==> config.mk <==
export PLATFORM = sky130hd
export DESIGN_NAME = u_idu
export DESIGN_NICKNAME = d
export VERILOG_FILES = /design/src/rtl/u_rv_pkg.sv /design/src/rtl/u_regfile.sv /design/src/rtl/u_idu.sv
export SDC_FILE = /design/constraint.sdc
export NUM_CORES = 2
export LEC_CHECK = 0
export BUFFER_PORTS_ARGS = -buffer_cell sky130_fd_sc_hd__buf_2
export CAP_MARGIN = 20
export CORE_MARGIN = 4
export CORE_UTILIZATION = 40
export DETAILED_ROUTE_END_ITERATION = 8
export PLACE_DENSITY = 0.59
export SLEW_MARGIN = 20
export SYNTH_ARGS = -nofsm -noshare
export SYNTH_HDL_FRONTEND = slang
export SYNTH_SLANG_ARGS = --single-unit
export TNS_END_PERCENT = 10
==> constraint.sdc <==
create_clock -name clk -period 4.66 [get_ports clk]
set_input_delay 0.699 -clock clk [delete_from_list [all_inputs] [get_ports clk]]
set_output_delay 0.699 -clock clk [all_outputs]
set_load 0.02 [all_outputs]
==> src/rtl/u_rv_pkg.sv <==
// Shared RV32I decode definitions: base opcodes, immediate format selector and
// the default fetch squash depth.
package u_rv_pkg;

  localparam logic [6:0] OPC_LOAD     = 7'b0000011;
  localparam logic [6:0] OPC_MISC_MEM = 7'b0001111;
  localparam logic [6:0] OPC_OP_IMM   = 7'b0010011;
  localparam logic [6:0] OPC_AUIPC    = 7'b0010111;
  localparam logic [6:0] OPC_STORE    = 7'b0100011;
  localparam logic [6:0] OPC_OP       = 7'b0110011;
  localparam logic [6:0] OPC_LUI      = 7'b0110111;
  localparam logic [6:0] OPC_BRANCH   = 7'b1100011;
  localparam logic [6:0] OPC_JALR     = 7'b1100111;
  localparam logic [6:0] OPC_JAL      = 7'b1101111;
  localparam logic [6:0] OPC_SYSTEM   = 7'b1110011;

  localparam int SQ_N_DEF = 2;

  typedef enum logic [2:0] {
    IMM_I,
    IMM_S,
    IMM_B,
    IMM_U,
    IMM_J,
    IMM_NONE
  } imm_t;

  // Unknown opcodes fall into IMM_NONE, which also yields a zero immediate.
  function automatic imm_t imm_sel(input logic [6:0] opc);
    case (opc)
      OPC_LOAD, OPC_OP_IMM, OPC_JALR, OPC_SYSTEM: imm_sel = IMM_I;
      OPC_STORE:                                  imm_sel = IMM_S;
      OPC_BRANCH:                                 imm_sel = IMM_B;
      OPC_LUI, OPC_AUIPC:                         imm_sel = IMM_U;
      OPC_JAL:                                    imm_sel = IMM_J;
      default:                                    imm_sel = IMM_NONE;
    endcase
  endfunction

  function automatic logic opc_legal(input logic [6:0] opc);
    case (opc)
      OPC_LOAD, OPC_MISC_MEM, OPC_OP_IMM, OPC_AUIPC, OPC_STORE, OPC_OP,
      OPC_LUI, OPC_BRANCH, OPC_JALR, OPC_JAL, OPC_SYSTEM: opc_legal = 1'b1;
      default:                                            opc_legal = 1'b0;
    endcase
  endfunction

endpackage

==> src/rtl/u_regfile.sv <==
// 32x32 register file, two combinational read ports, one synchronous write port,
// x0 hardwired to zero. IDU_RF_BYPASS_EN forwards a same-cycle write to the reads.
module u_regfile
  import u_rv_pkg::*;
(
  input  logic        clk,
  input  logic        i_we,
  input  logic [4:0]  i_wa,
  input  logic [31:0] i_wd,
  input  logic [4:0]  i_ra1,
  input  logic [4:0]  i_ra2,
  output logic [31:0] o_rd1,
  output logic [31:0] o_rd2
);

  logic [31:0] r_mem [31:1];
  logic        w_wr;

  assign w_wr = i_we && (i_wa != 5'd0);

  // Storage is deliberately left without reset.
  always_ff @(posedge clk) begin
    if (w_wr) r_mem[i_wa] <= i_wd;
  end

  always_comb begin
    o_rd1 = '0;
    o_rd2 = '0;
    if (i_ra1 != 5'd0) o_rd1 = r_mem[i_ra1];
    if (i_ra2 != 5'd0) o_rd2 = r_mem[i_ra2];
`ifdef IDU_RF_BYPASS_EN
    if (w_wr && (i_wa == i_ra1)) o_rd1 = i_wd;
    if (w_wr && (i_wa == i_ra2)) o_rd2 = i_wd;
`endif
  end

endmodule

==> src/rtl/u_idu.sv <==
// RV32I decode stage: operand read, immediate generation, illegal check and
// wrong-path squash after reset/redirect. Optional macro: IDU_RF_BYPASS_EN.
module u_idu
  import u_rv_pkg::*;
#(
  parameter int SQ_N = SQ_N_DEF
) (
  input  logic        clk,
  input  logic        rstn,
  input  logic [31:0] ifu_pc,
  input  logic [31:0] ifu_ins,
  input  logic        branch,
  input  logic        wb_we,
  input  logic [4:0]  wb_rd,
  input  logic [31:0] wb_dat,
  output logic        idu_vld,
  output logic [31:0] idu_pc,
  output logic [6:0]  idu_opc,
  output logic [2:0]  idu_f3,
  output logic [6:0]  idu_f7,
  output logic [4:0]  idu_rd,
  output logic [4:0]  idu_rs1,
  output logic [4:0]  idu_rs2,
  output logic [31:0] idu_rs1_dat,
  output logic [31:0] idu_rs2_dat,
  output logic [31:0] idu_imm,
  output logic        idu_ill
);

  localparam logic [1:0] SQ_LOAD = SQ_N[1:0];

  logic [1:0]  r_sq_cnt;
  logic [6:0]  w_opc;
  logic        w_acc;
  logic        w_ill;
  logic [4:0]  w_rd;
  logic [31:0] w_imm;
  logic [31:0] w_rs1_dat;
  logic [31:0] w_rs2_dat;
  imm_t        w_sel;

  assign w_opc = ifu_ins[6:0];
  assign w_acc = !branch && (r_sq_cnt == 2'd0);
  assign w_sel = imm_sel(w_opc);
  assign w_ill = (ifu_ins[1:0] != 2'b11) || !opc_legal(w_opc);

  u_regfile u_rf (
    .clk   (clk),
    .i_we  (wb_we),
    .i_wa  (wb_rd),
    .i_wd  (wb_dat),
    .i_ra1 (ifu_ins[19:15]),
    .i_ra2 (ifu_ins[24:20]),
    .o_rd1 (w_rs1_dat),
    .o_rd2 (w_rs2_dat)
  );

  always_comb begin
    w_imm = '0;
    case (w_sel)
      IMM_I:   w_imm = {{20{ifu_ins[31]}}, ifu_ins[31:20]};
      IMM_S:   w_imm = {{20{ifu_ins[31]}}, ifu_ins[31:25], ifu_ins[11:7]};
      IMM_B:   w_imm = {{19{ifu_ins[31]}}, ifu_ins[31], ifu_ins[7], ifu_ins[30:25],
                        ifu_ins[11:8], 1'b0};
      IMM_U:   w_imm = {ifu_ins[31:12], 12'b0};
      IMM_J:   w_imm = {{11{ifu_ins[31]}}, ifu_ins[31], ifu_ins[19:12], ifu_ins[20],
                        ifu_ins[30:21], 1'b0};
      default: w_imm = '0;
    endcase
  end

  // rd=0 downstream means "no register write".
  always_comb begin
    w_rd = ifu_ins[11:7];
    if (w_ill || (w_opc == OPC_STORE) || (w_opc == OPC_BRANCH)) w_rd = 5'd0;
  end

  // idu_vld qualifies the whole idu_* bundle for one cycle; there is no
  // backpressure, execute must consume every valid slot. Squashed slots clear
  // vld/rd/ill and leave the remaining fields holding.
  always_ff @(posedge clk or negedge rstn) begin
    if (!rstn) begin
      r_sq_cnt    <= SQ_LOAD;
      idu_vld     <= 1'b0;
      idu_pc      <= '0;
      idu_opc     <= '0;
      idu_f3      <= '0;
      idu_f7      <= '0;
      idu_rd      <= '0;
      idu_rs1     <= '0;
      idu_rs2     <= '0;
      idu_rs1_dat <= '0;
      idu_rs2_dat <= '0;
      idu_imm     <= '0;
      idu_ill     <= 1'b0;
    end else begin
      if (branch)                 r_sq_cnt <= SQ_LOAD;
      else if (r_sq_cnt != 2'd0)  r_sq_cnt <= r_sq_cnt - 2'd1;
      if (w_acc) begin
        idu_vld     <= 1'b1;
        idu_pc      <= ifu_pc;
        idu_opc     <= w_opc;
        idu_f3      <= ifu_ins[14:12];
        idu_f7      <= ifu_ins[31:25];
        idu_rd      <= w_rd;
        idu_rs1     <= ifu_ins[19:15];
        idu_rs2     <= ifu_ins[24:20];
        idu_rs1_dat <= w_rs1_dat;
        idu_rs2_dat <= w_rs2_dat;
        idu_imm     <= w_imm;
        idu_ill     <= w_ill;
      end else begin
        idu_vld <= 1'b0;
        idu_rd  <= 5'd0;
        idu_ill <= 1'b0;
      end
    end
  end

endmodule

==> metrics.txt <==
Resized Gates After CTS=0; drt drc=0; RePlAce Congestion=between 0.8 and 0.9; total gr overflow=0; ys flop type=edfxtp_1; crit-path max FO=55; Root Buffer=clkbuf_16; PwrDens=roughly 430 mW/mm^2; Post-Syn Instances=3,172; vias in the first global route=around 32,000; CP arrival=3.52 ns; routed len/inst=30.8 um; Yosys warnings=0; worst vdd ir=0.309 mV; Tmin final=2.90 ns; register area share after synthesis=64.0%; CTS Sinks=about 1,200; routing usage on met3=4.94%; synth unique cells=59; area growth from synthesis to layout=14.1%; Cell Area, Synth=0.0530 sq mm; Async SR Flop Fraction=14.2%; initial DRC count=3,455; port bufs=approximately 270; Post-CTS Hold Buffers=0; FP Rows=133; Req. time, crit path=between 5 and 6 ns; first-pass GRT wire length=around 230 mm; DR vias=about 32,000; largest net degree at the start of global routing=95; CTS buffer count=120; Leak=21.3 nW; reg2reg setup slack=1.76 ns; cell count after placement=5,046; GRT met2 Usage=37.7%; Setup Fix Bufs, Post-CTS=0; initial antenna violation count=22; Slew Limit Fails=0; DP HPWL=99.6 mm; Final setup viols=0; GR Util met1=31.9%; unrepaired setup endpoints after global routing=false; Synth area leaders=edfxtp_1 56%, mux4_2 15%, dfrtp_1 7.7%; nets=3,519; largest area contributor in the synthesized netlist=edfxtp_1; Worst Tran Pin Value=1.04 ns; Synth Register Bits=1,156; H-tree depth=3; part of the cycle the worst path needs=62.3%; Vias/cell=6.04; Starting Density=between 40% and 50%; Post-synth top cells=992 x edfxtp_1, 343 x mux4_2, 314 x mux2i_1, 292 x nand2_1, 163 x dfrtp_1; status=finished clean; share of layout cells above drive strength 1=27.8%; core area=0.131 sq mm; chip height=between 300 and 400 um; top cell type's share of synthesized area=56.2%; Post-synth EDFFs=992; total track usage=23.2%; Max clock buf depth=3; Hold Worst Slack=0.0692 ns; critical path launch point type=flip-flop; Crit. End Element=flip-flop; worst hold path type=primary input to asynchronous set/reset pin; die area=0.138 sq mm; final hold vios=0; Core Util, Final=46.0%; Max-Cap Viols=0; IO Count=267; non-filler instance count after layout=5,286; DRT Pass-1 Iters=6; Max Fclk=345 MHz; R2R depth=8; relative slew slack=between 30 and 40%; Setup Skew=0.0238 ns; clock latency at the later pin of the worst-skew pair=0.73 ns; Setup TNS=0 ns; busiest grt layer=met2; Routed WL=163 mm; syn_area_per_cell=16.7 sq um; Reg clk slew, reported paths=0.07 ns; most frequent cell after synthesis=edfxtp_1; WS Path Type=flip-flop to flip-flop; Mapped Nets=3,278; CTS tree=done; DRT antenna net count=0; Die Width=372 um
critical path, stage by stage, from the launching register on:
cell and delay (ns):
dfstp_2 0.53, inv_1 0.04, ha_1 0.26, nand2b_4 0.46, inv_2 0.41, nand3b_2 0.18
buf_4 0.50, o211a_1 0.29, o21ai_1 0.07
per-stage QoR:
step / cell area [sq um] / total power, mW / setup WS (ns)
2_1_floorplan: 53000 / 14.9 / 1.72
3_3_place_gp: 56600 / 16.8 / 1.44
3_5_place_dp: 56600 / 16.9 / 1.41
4_1_cts: 60400 / 26.0 / 1.77
5_1_grt: 60400 / 26.8 / 1.53
6_report: 60400 / 25.8 / 1.76
cell type report:
type | instances | area, sq um
Fill cell | 11397 | 71000
Sequential cell | 1156 | 33900
Multi-Input combinational cell | 1765 | 18100
Clock buffer | 195 | 3510
Timing Repair Buffer | 364 | 2470
Tap cell | 1755 | 2200
Clock inverter | 34 | 248
Antenna cell | 11 | 27.5
Inverter | 6 | 22.5
path summary, 6_finish.rpt:
check	from	end
setup / recovery	r_sq_cnt[1]	idu_rs2_dat[1]
hold reg to reg	idu_rs1[0]	idu_rs1[0]
setup reg to reg	r_sq_cnt[1]	idu_rs2_dat[1]
max in group asynchronous	rstn	idu_rs1_dat[14]
min in group clk	branch	r_sq_cnt[0]
hold / removal	rstn	idu_rd[0]
metal layers:
metal / routed length, um / vias to the layer above
li1: - / 13328
met1: 67400 / 16943
met2: 77100 / 1415
met3: 13500 / 257
met4: 4650 / 4
met5: 25 / -
report_power, final:
| part | total, mW | internal [mW] | switching [mW] |
|---|---|---|---|
| Combinational | 4.04 | 1.42 | 2.62 |
| Sequential | 12.6 | 11.9 | 0.640 |
| Clock | 9.22 | 5.19 | 4.03 |
state kept, by name, summed over array words and instances, names as in the netlist:
name,cells
idu_pc,32
idu_imm,32
idu_f3,3
u_rf.r_mem,992
idu_rd,5
idu_rs1,5
idu_vld,1
idu_ill,1
r_sq_cnt,2
idu_rs2_dat,32
idu_rs1_dat,32
idu_opc,7
idu_rs2,5
idu_f7,7
cell families after synthesis:
group                      share of synthesized area, %
AOI/OAI and AO/OA                                  5.94
muxes                                              22.9
and+or+nand+nor                                    4.66
DFF                                                64.0
adders and majority gates                        0.0236
xor gates and xnor gates                         0.0165
buffers and inverters                              2.46
cell usage in the layout (no fill, tap or decap), types with 25 or more instances in the layout:
cell type,count
edfxtp_1,992
mux4_2,343
mux2i_1,314
nand2_1,292
buf_2,258
dfrtp_1,163
a21oi_1,141
clkbuf_16,123
nor2_1,105
o21ai_0,80
buf_4,72
clkbuf_1,56
nand3_1,49
mux2_2,43
a22oi_1,40
nor2b_1,38
nor2_4,32
o221ai_1,32
mux4_1,30
a32o_1,28
a221oi_1,28
buf_12,27
o21ai_1,26
o211a_1,25
Power figures use the tool's default switching activity.
